## config.mk

```make
export PLATFORM = sky130hd
export DESIGN_NAME = seg_scan_decoder_flat
export DESIGN_NICKNAME = d
export VERILOG_FILES = /design/src/rtl/seg_scan_decoder_if.sv /design/src/rtl/seg_scan_decoder.sv /design/src/flat_wrapper.sv
export SDC_FILE = /design/constraint.sdc
export NUM_CORES = 1
export LEC_CHECK = 0
export BUFFER_PORTS_ARGS = -buffer_cell sky130_fd_sc_hd__buf_2
export CAP_MARGIN = 15
export CORE_MARGIN = 2
export CORE_UTILIZATION = 35
export DETAILED_ROUTE_END_ITERATION = 8
export PLACE_DENSITY = 0.49
export SLEW_MARGIN = 20
export SYNTH_ARGS = -nofsm -noshare
export SYNTH_HDL_FRONTEND = slang
export SYNTH_SLANG_ARGS = --single-unit
export TNS_END_PERCENT = 1
```

## constraint.sdc

```tcl
create_clock -name clk -period 6.8 [get_ports clk]
set_input_delay 0.68 -clock clk [delete_from_list [all_inputs] [get_ports clk]]
set_output_delay 0.68 -clock clk [all_outputs]
set_load 0.005 [all_outputs]
```

## src/rtl/seg_scan_decoder_if.sv

```systemverilog
// Bundle between a seven-segment scan source and the scan decoder: the
// multiplexed display buses plus the recovered-frame and status outputs.
interface seg_scan_decoder_if;
  logic [6:0]  LED_out;      // segments, active-low, bit 6 = a ... bit 0 = g
  logic [7:0]  LED_ctrl;     // digit select, active-low
  logic [31:0] data_o;       // last completed frame
  logic        frame_valid;  // one-cycle pulse when data_o updates
  logic        changed;      // new frame differs from previous (or is first)
  logic        stale;        // no completed frame within the timeout window
  logic        seg_err;      // illegal glyph captured
  logic        ctrl_err;     // more than one digit selected

  // The display side drives the buses and observes the read-back.
  modport master (
    output LED_out, LED_ctrl,
    input  data_o, frame_valid, changed, stale, seg_err, ctrl_err
  );

  // The decoder watches the buses and reports the recovered frame.
  modport slave (
    input  LED_out, LED_ctrl,
    output data_o, frame_valid, changed, stale, seg_err, ctrl_err
  );
endinterface

```

## src/rtl/seg_scan_decoder.sv

```systemverilog
// Seven-segment scan decoder: synchronizes the display buses, waits for each
// digit dwell to settle, decodes the glyph and reassembles the 32-bit value.
// Reports frame completion, stale scans, illegal glyphs and illegal selects.
module seg_scan_decoder #(
  parameter int unsigned SETTLE_CYCLES  = 4,
  parameter int unsigned TIMEOUT_CYCLES = 50_000_000
) (
  input  logic               clk,
  input  logic               rst,   // asynchronous, active-low
  seg_scan_decoder_if.slave  bus
);

  localparam int unsigned    TW          = $clog2(TIMEOUT_CYCLES);
  localparam logic [TW-1:0]  TO_LAST     = TW'(TIMEOUT_CYCLES - 1);
  localparam logic [7:0]     SETTLE_LAST = 8'(SETTLE_CYCLES - 1);

  // Synchronizer stages and previous-cycle copy of the settled pair
  logic [7:0] ctrl_s1_q, ctrl_s_q, ctrl_prev_q;
  logic [6:0] seg_s1_q, seg_s_q, seg_prev_q;

  // Dwell tracking
  logic [7:0] stab_cnt_q, stab_cnt_d;
  logic       captured_q, captured_d;

  // Frame assembly and outputs
  logic [7:0]    mask_q, mask_d;
  logic [31:0]   shadow_q, shadow_d;
  logic [31:0]   data_q, data_d;
  logic          fv_q, fv_d;
  logic          changed_q, changed_d;
  logic          stale_q, stale_d;
  logic          seg_err_q, seg_err_d;
  logic          ctrl_err_q, ctrl_err_d;
  logic          first_q, first_d;
  logic [TW-1:0] to_cnt_q, to_cnt_d;

  // Combinational helpers
  logic        pair_diff;
  logic        capture;
  logic [7:0]  sel;
  logic        sel_none, sel_one, sel_multi;
  logic [3:0]  glyph_nib;
  logic        glyph_ok;
  logic        cap_legal, cap_seg_err, cap_ctrl_err;
  logic [31:0] shadow_cap;
  logic [7:0]  mask_cap;
  logic        complete;
  logic        timeout;

  // Two-flop synchronizer on both buses, idle values match a blanked display
  always_ff @(posedge clk or negedge rst) begin
    if (!rst) begin
      ctrl_s1_q   <= 8'hFF;
      ctrl_s_q    <= 8'hFF;
      ctrl_prev_q <= 8'hFF;
      seg_s1_q    <= 7'h7F;
      seg_s_q     <= 7'h7F;
      seg_prev_q  <= 7'h7F;
    end else begin
      ctrl_s1_q   <= bus.LED_ctrl;
      ctrl_s_q    <= ctrl_s1_q;
      ctrl_prev_q <= ctrl_s_q;
      seg_s1_q    <= bus.LED_out;
      seg_s_q     <= seg_s1_q;
      seg_prev_q  <= seg_s_q;
    end
  end

  // Stability counter: restarts on any change of the pair, saturates at 255.
  // Capture fires once, when the count for the current sample hits the
  // settle threshold; the captured flag stops re-capture within one dwell.
  always_comb begin
    pair_diff  = (ctrl_s_q != ctrl_prev_q) || (seg_s_q != seg_prev_q);
    stab_cnt_d = 8'd0;
    if (!pair_diff) begin
      stab_cnt_d = (stab_cnt_q == 8'hFF) ? 8'hFF : stab_cnt_q + 8'd1;
    end
    capture    = (stab_cnt_d == SETTLE_LAST) && (pair_diff || !captured_q);
    captured_d = capture || (captured_q && !pair_diff);
  end

  // Digit-select classification: none (blank), exactly one, or several
  always_comb begin
    sel       = ~ctrl_s_q;
    sel_none  = (sel == 8'h00);
    sel_one   = !sel_none && ((sel & (sel - 8'd1)) == 8'h00);
    sel_multi = !sel_none && !sel_one;
  end

  // Glyph decode, active-low segments a..g MSB-first
  always_comb begin
    glyph_nib = 4'h0;
    glyph_ok  = 1'b1;
    case (seg_s_q)
      7'b0000001: glyph_nib = 4'h0;
      7'b1001111: glyph_nib = 4'h1;
      7'b0010010: glyph_nib = 4'h2;
      7'b0000110: glyph_nib = 4'h3;
      7'b1001100: glyph_nib = 4'h4;
      7'b0100100: glyph_nib = 4'h5;
      7'b0100000: glyph_nib = 4'h6;
      7'b0001111: glyph_nib = 4'h7;
      7'b0000000: glyph_nib = 4'h8;
      7'b0000100: glyph_nib = 4'h9;
      7'b0001000: glyph_nib = 4'hA;
      7'b1100000: glyph_nib = 4'hB;
      7'b0110001: glyph_nib = 4'hC;
      7'b1000010: glyph_nib = 4'hD;
      7'b0110000: glyph_nib = 4'hE;
      7'b0111000: glyph_nib = 4'hF;
      default:    glyph_ok  = 1'b0;
    endcase
  end

  // Shadow with the selected digit's nibble replaced; sel is one-hot
  // whenever this value is actually stored.
  for (genvar gi = 0; gi < 8; gi++) begin : g_nib
    assign shadow_cap[4*gi +: 4] = sel[gi] ? glyph_nib : shadow_q[4*gi +: 4];
  end

  // Capture classification, completion and timeout detection
  always_comb begin
    cap_legal    = capture && sel_one && glyph_ok;
    cap_seg_err  = capture && sel_one && !glyph_ok;
    cap_ctrl_err = capture && sel_multi;
    mask_cap     = mask_q | sel;
    complete     = cap_legal && (mask_cap == 8'hFF);
    timeout      = (to_cnt_q == TO_LAST);
  end

  // Frame assembly next state; completion takes priority over timeout
  always_comb begin
    mask_d     = mask_q;
    shadow_d   = shadow_q;
    data_d     = data_q;
    changed_d  = changed_q;
    stale_d    = stale_q;
    first_d    = first_q;
    to_cnt_d   = to_cnt_q + TW'(1);
    fv_d       = complete;
    seg_err_d  = cap_seg_err;
    ctrl_err_d = cap_ctrl_err;
    if (cap_legal) begin
      shadow_d = shadow_cap;
    end
    if (complete) begin
      data_d    = shadow_cap;
      changed_d = first_q || (shadow_cap != data_q);
      first_d   = 1'b0;
      mask_d    = 8'h00;
      to_cnt_d  = '0;
      stale_d   = 1'b0;
    end else if (timeout) begin
      stale_d  = 1'b1;
      mask_d   = 8'h00;
      to_cnt_d = '0;
    end else if (cap_legal) begin
      mask_d = mask_cap;
    end
  end

  // Dwell and frame state registers; reset drops any partial frame
  always_ff @(posedge clk or negedge rst) begin
    if (!rst) begin
      stab_cnt_q <= 8'd0;
      captured_q <= 1'b0;
      mask_q     <= 8'h00;
      shadow_q   <= 32'h0;
      data_q     <= 32'h0;
      fv_q       <= 1'b0;
      changed_q  <= 1'b0;
      stale_q    <= 1'b0;
      seg_err_q  <= 1'b0;
      ctrl_err_q <= 1'b0;
      first_q    <= 1'b1;
      to_cnt_q   <= '0;
    end else begin
      stab_cnt_q <= stab_cnt_d;
      captured_q <= captured_d;
      mask_q     <= mask_d;
      shadow_q   <= shadow_d;
      data_q     <= data_d;
      fv_q       <= fv_d;
      changed_q  <= changed_d;
      stale_q    <= stale_d;
      seg_err_q  <= seg_err_d;
      ctrl_err_q <= ctrl_err_d;
      first_q    <= first_d;
      to_cnt_q   <= to_cnt_d;
    end
  end

  assign bus.data_o      = data_q;
  assign bus.frame_valid = fv_q;
  assign bus.changed     = changed_q;
  assign bus.stale       = stale_q;
  assign bus.seg_err     = seg_err_q;
  assign bus.ctrl_err    = ctrl_err_q;

endmodule

```

## src/flat_wrapper.sv

```systemverilog
// flat-port wrapper written by rule: the top's interface ports become plain ports
module seg_scan_decoder_flat 
#(
  parameter int unsigned SETTLE_CYCLES  = 4,
  parameter int unsigned TIMEOUT_CYCLES = 50_000_000
)
  (clk, rst, bus_LED_out, bus_LED_ctrl, bus_data_o, bus_frame_valid, bus_changed, bus_stale, bus_seg_err, bus_ctrl_err);
  seg_scan_decoder_if bus_i ();
  input  logic clk;
  input  logic rst;
  input wire logic [$bits(bus_i.LED_out)-1:0] bus_LED_out;
  input wire logic [$bits(bus_i.LED_ctrl)-1:0] bus_LED_ctrl;
  output wire logic [$bits(bus_i.data_o)-1:0] bus_data_o;
  output wire logic [$bits(bus_i.frame_valid)-1:0] bus_frame_valid;
  output wire logic [$bits(bus_i.changed)-1:0] bus_changed;
  output wire logic [$bits(bus_i.stale)-1:0] bus_stale;
  output wire logic [$bits(bus_i.seg_err)-1:0] bus_seg_err;
  output wire logic [$bits(bus_i.ctrl_err)-1:0] bus_ctrl_err;
  assign bus_i.LED_out = bus_LED_out;
  assign bus_i.LED_ctrl = bus_LED_ctrl;
  assign bus_data_o = bus_i.data_o;
  assign bus_frame_valid = bus_i.frame_valid;
  assign bus_changed = bus_i.changed;
  assign bus_stale = bus_i.stale;
  assign bus_seg_err = bus_i.seg_err;
  assign bus_ctrl_err = bus_i.ctrl_err;
  seg_scan_decoder #(.SETTLE_CYCLES(SETTLE_CYCLES), .TIMEOUT_CYCLES(TIMEOUT_CYCLES)) u_core (.clk(clk), .rst(rst), .bus(bus_i));
endmodule
```

==> impl_results.md <==
- Status: completed
- Synth area leaders: dfrtp_1 (37%), dfstp_2 (16%), xor2_1 (5.9%), mux2_2 (4.9%), nor2_1 (4.6%)
- FF-to-FF End: u_core.shadow_q[26]
- Num CTS Buffers: 17
- Clk buf depth: 2
- Core Area: 0.0212 mm2
- Top_reg_cell synth: dfrtp_1
- Seq/Total Area, Yosys: 52.8%
- Slew margin rel.: 26.9%
- First-pass detailed-route iteration total: 6
- Clock share of power: 44.5%
- Switching pwr: 0.000454 W
- Number of core rows: 53
- I/O pins: 54
- Final setup violation count: 0
- GPL Wtd Cong: 0.890
- Die Wd: 151 um
- Crit path launch type: flip-flop
- Post-layout nets: 779
- Clk pin slew, worst setup/hold paths: 60 ps
- Worst-path maximum fanout: 18
- WL final: 20000 um
- RSZ-0062 raised after global routing: false
- Synth top area share: 36.9%
- CP endpoint kind: flip-flop
- Gate power share: 4.2%
- CTS tree: done
- Max Cap Violations: 0
- Worst IR Drop VDD: 151 uV
- # DRC: 0
- DR vias: 5525
- HPWL after DPL: 13900 um
- Lkg Pwr: 3.93 nW
- PortBufs: 53
- Worst EP arrival: 3980 ps
- Setup Crit Path Kind: reg2reg
- Clock latency on the worst-skew pair: 430 ps
- Commonest non-fill, non-tap cells in the layout: dfrtp_1 (112), nor2_1 (94), nand2_1 (60)
- Via count of the first global-routing pass: 5469
- First-pass GRT wire length: 31900 um
- Worst Hold Class: in2async
- Crit share post-route: 54.2%
- Flop2flop setup slack: 3110 ps
- P per Cell Area: 225 mW/mm2
- Post-cts hold buffer count: 0
- ANT nets after route: 0
- Sink Count: 158
- Crit path cell chain: xor2_1, nor4_1, nand4_1, nand4bb_1, nand3b_4, nor2_1, mux2_2
- R2R cell count: 7
- Internal power: 0.00148 W
- Yosys cell types: 74
- Area grow syn2layout: 12.8%
- Worst slew pin tran: 1100 ps
- Sw Ratio: 23.5%
- CTS root buffer: clkbuf_16
- Vias/cell: 5.27
- Slowest stage delay, CP: 770 ps
- Number of setup buffers added after CTS: 0
- Worst path top cell family by delay: simple AND/OR/NAND/NOR gates
- EDFF count, synth: 0
- Starting density of the core: 35.9%
- Final min period: 3690 ps
- Multi-input gate area: 0.00335 mm2
- Slew Limit Fails: 0
- Avg WL per Cell: 19.1 um
- Cells resized by post-CTS repair: 0
- Synth Cell Area: 0.00760 mm2
- #FFs+latches synth: 158
- CP Buf/Inv Count: 0
- Reg2reg start: u_core.ctrl_s_q[5]
- Post-synthesis cell count: 723
- Total track usage: 18.5%
- Initial DRC count: 392
- Sequential cell area: 0.00401 mm2
- Final core utilization: 40.5%
- Async SR Flop Fraction: 100%
- Fillers: 2078
- Slowest CP cell: dfstp_2
- Die ar.: 0.0229 mm2
- Fin. Hold Viols: 0
- Yosys Warn Count: 0
- Syn nets: 742
- Sequential power share: 51.3%
- Fmax: 271 MHz
- Largest net degree at the start of global routing: 103
- Syn_area_per_cell: 10.5 um2
- H-tree depth: 4
- Initial antenna violation count: 1
- Fin Clk Skew: 11.8 ps
- Die Y: 151 um
- Setup TNS: 0 ps
- Largest area contributor in the netlist: dfrtp_1
- WP data required: 7100 ps
- Most common cell after layout, fill and taps aside: dfrtp_1
- Layout cells sized above 1: 23.5%
- Overflow after GRT: 0
## Yosys cell counts, types with 3 or more instances
| cell | number |
|---|---|
| dfrtp_1 | 112 |
| mux2i_1 | 12 |
| a211oi_1 | 4 |
| nand2_1 | 60 |
| nor2_1 | 94 |
| dfstp_2 | 46 |
| buf_2 | 5 |
| xnor2_1 | 24 |
| a21oi_1 | 38 |
| nand2b_1 | 5 |
| a22oi_1 | 4 |
| o21ai_0 | 38 |
| clkinv_1 | 3 |
| xor2_1 | 51 |
| nand3b_1 | 5 |
| o32ai_1 | 3 |
| o22ai_1 | 12 |
| or3_1 | 3 |
| nand3_1 | 22 |
| and4_1 | 3 |
| nand4_1 | 5 |
| nor3b_1 | 6 |
| a31oi_1 | 5 |
| nand4bb_1 | 3 |
| o32a_1 | 3 |
| mux2_2 | 33 |
| nor4bb_1 | 3 |
| buf_4 | 8 |
| nor3_1 | 7 |
| inv_1 | 10 |
| and3_1 | 10 |
| nor4_1 | 9 |
| or4_1 | 3 |
| clkbuf_1 | 22 |
## kinds of logic (layout without fill, tap and decap cells)
logic type      after synthesis  in the layout  synth area share (%)
fa+ha+maj                     3              3                 0.461
compound gates              136            136                  11.4
other cells                   0              1                     0
xor+xnor                     75             75                  8.65
buf+inv                      50            100                  3.15
flops                       158            158                  52.8
simple gates                256            256                  17.1
mux                          45             45                  6.47
## registers in the layout, summed over array words and instances (netlist names)
name                    flops
u_core.seg_prev_q           7
u_core.bus.ctrl_err         1
u_core.seg_s1_q             7
u_core.bus.changed          1
u_core.bus.frame_valid      1
u_core.first_q              1
u_core.mask_q               8
u_core.bus.data_o          32
u_core.shadow_q            32
u_core.bus.seg_err          1
u_core.ctrl_s_q             8
u_core.captured_q           1
u_core.ctrl_s1_q            8
u_core.bus.stale            1
u_core.stab_cnt_q           8
u_core.to_cnt_q            26
u_core.ctrl_prev_q          8
u_core.seg_s_q              7
## stage by stage
step,area (um2),setup WS [ps],hold slack [ps],std cells,total power (W)
floorplan,7600,4090,345,723,0.00105
global placement,8040,2790,348,1016,0.00109
detailed placement,8040,2700,347,1016,0.00109
CTS,8570,2690,332,1048,0.00196
global route,8570,2830,332,1048,0.00202
finish,8570,3110,331,1049,0.00193
## metal layers
layer,vias to the layer above,wire length (um),track usage (%)
met5,-,0,0
met4,0,240,5.00
met3,25,1360,4.97
met2,171,8970,27.8
met1,2715,9460,26.3
li1,2614,-,-
## worst max path at each step
stage	from	to	slack, ps	depth (start not counted)
6_report	u_core.ctrl_s_q[5]	u_core.shadow_q[26]	3110	7
5_1_grt	u_core.seg_s_q[3]	u_core.bus.changed	2830	8
4_1_cts	u_core.ctrl_s_q[5]	u_core.to_cnt_q[12]	2690	8
3_5_place_dp	u_core.ctrl_s_q[5]	u_core.to_cnt_q[20]	2700	8
3_3_place_gp	u_core.ctrl_s_q[5]	u_core.to_cnt_q[15]	2790	8
2_1_floorplan	u_core.ctrl_s_q[0]	u_core.shadow_q[0]	4090	8
## cell type report
type / count / share of cell area, %
clock inverters: 10 / 0.744
repair buffers: 55 / 3.34
multi-input cells: 515 / 39.1
flip-flops and latches: 158 / 46.8
inverters: 13 / 0.569
diodes: 1 / 0.0292
clock buffers: 22 / 5.41
well taps: 275 / 4.01
## power groups by stage
stage | registers (W) | logic, W | clock network [W]
CTS | 0.000991 | 0.0000834 | 0.000884
floorplan | 0.000987 | 0.0000589 | 0
finish | 0.000991 | 0.0000816 | 0.000859
global placement | 0.00101 | 0.0000822 | 0
global route | 0.000994 | 0.0000918 | 0.000932
detailed placement | 0.00101 | 0.0000833 | 0
Power figures use the tool's default switching activity.
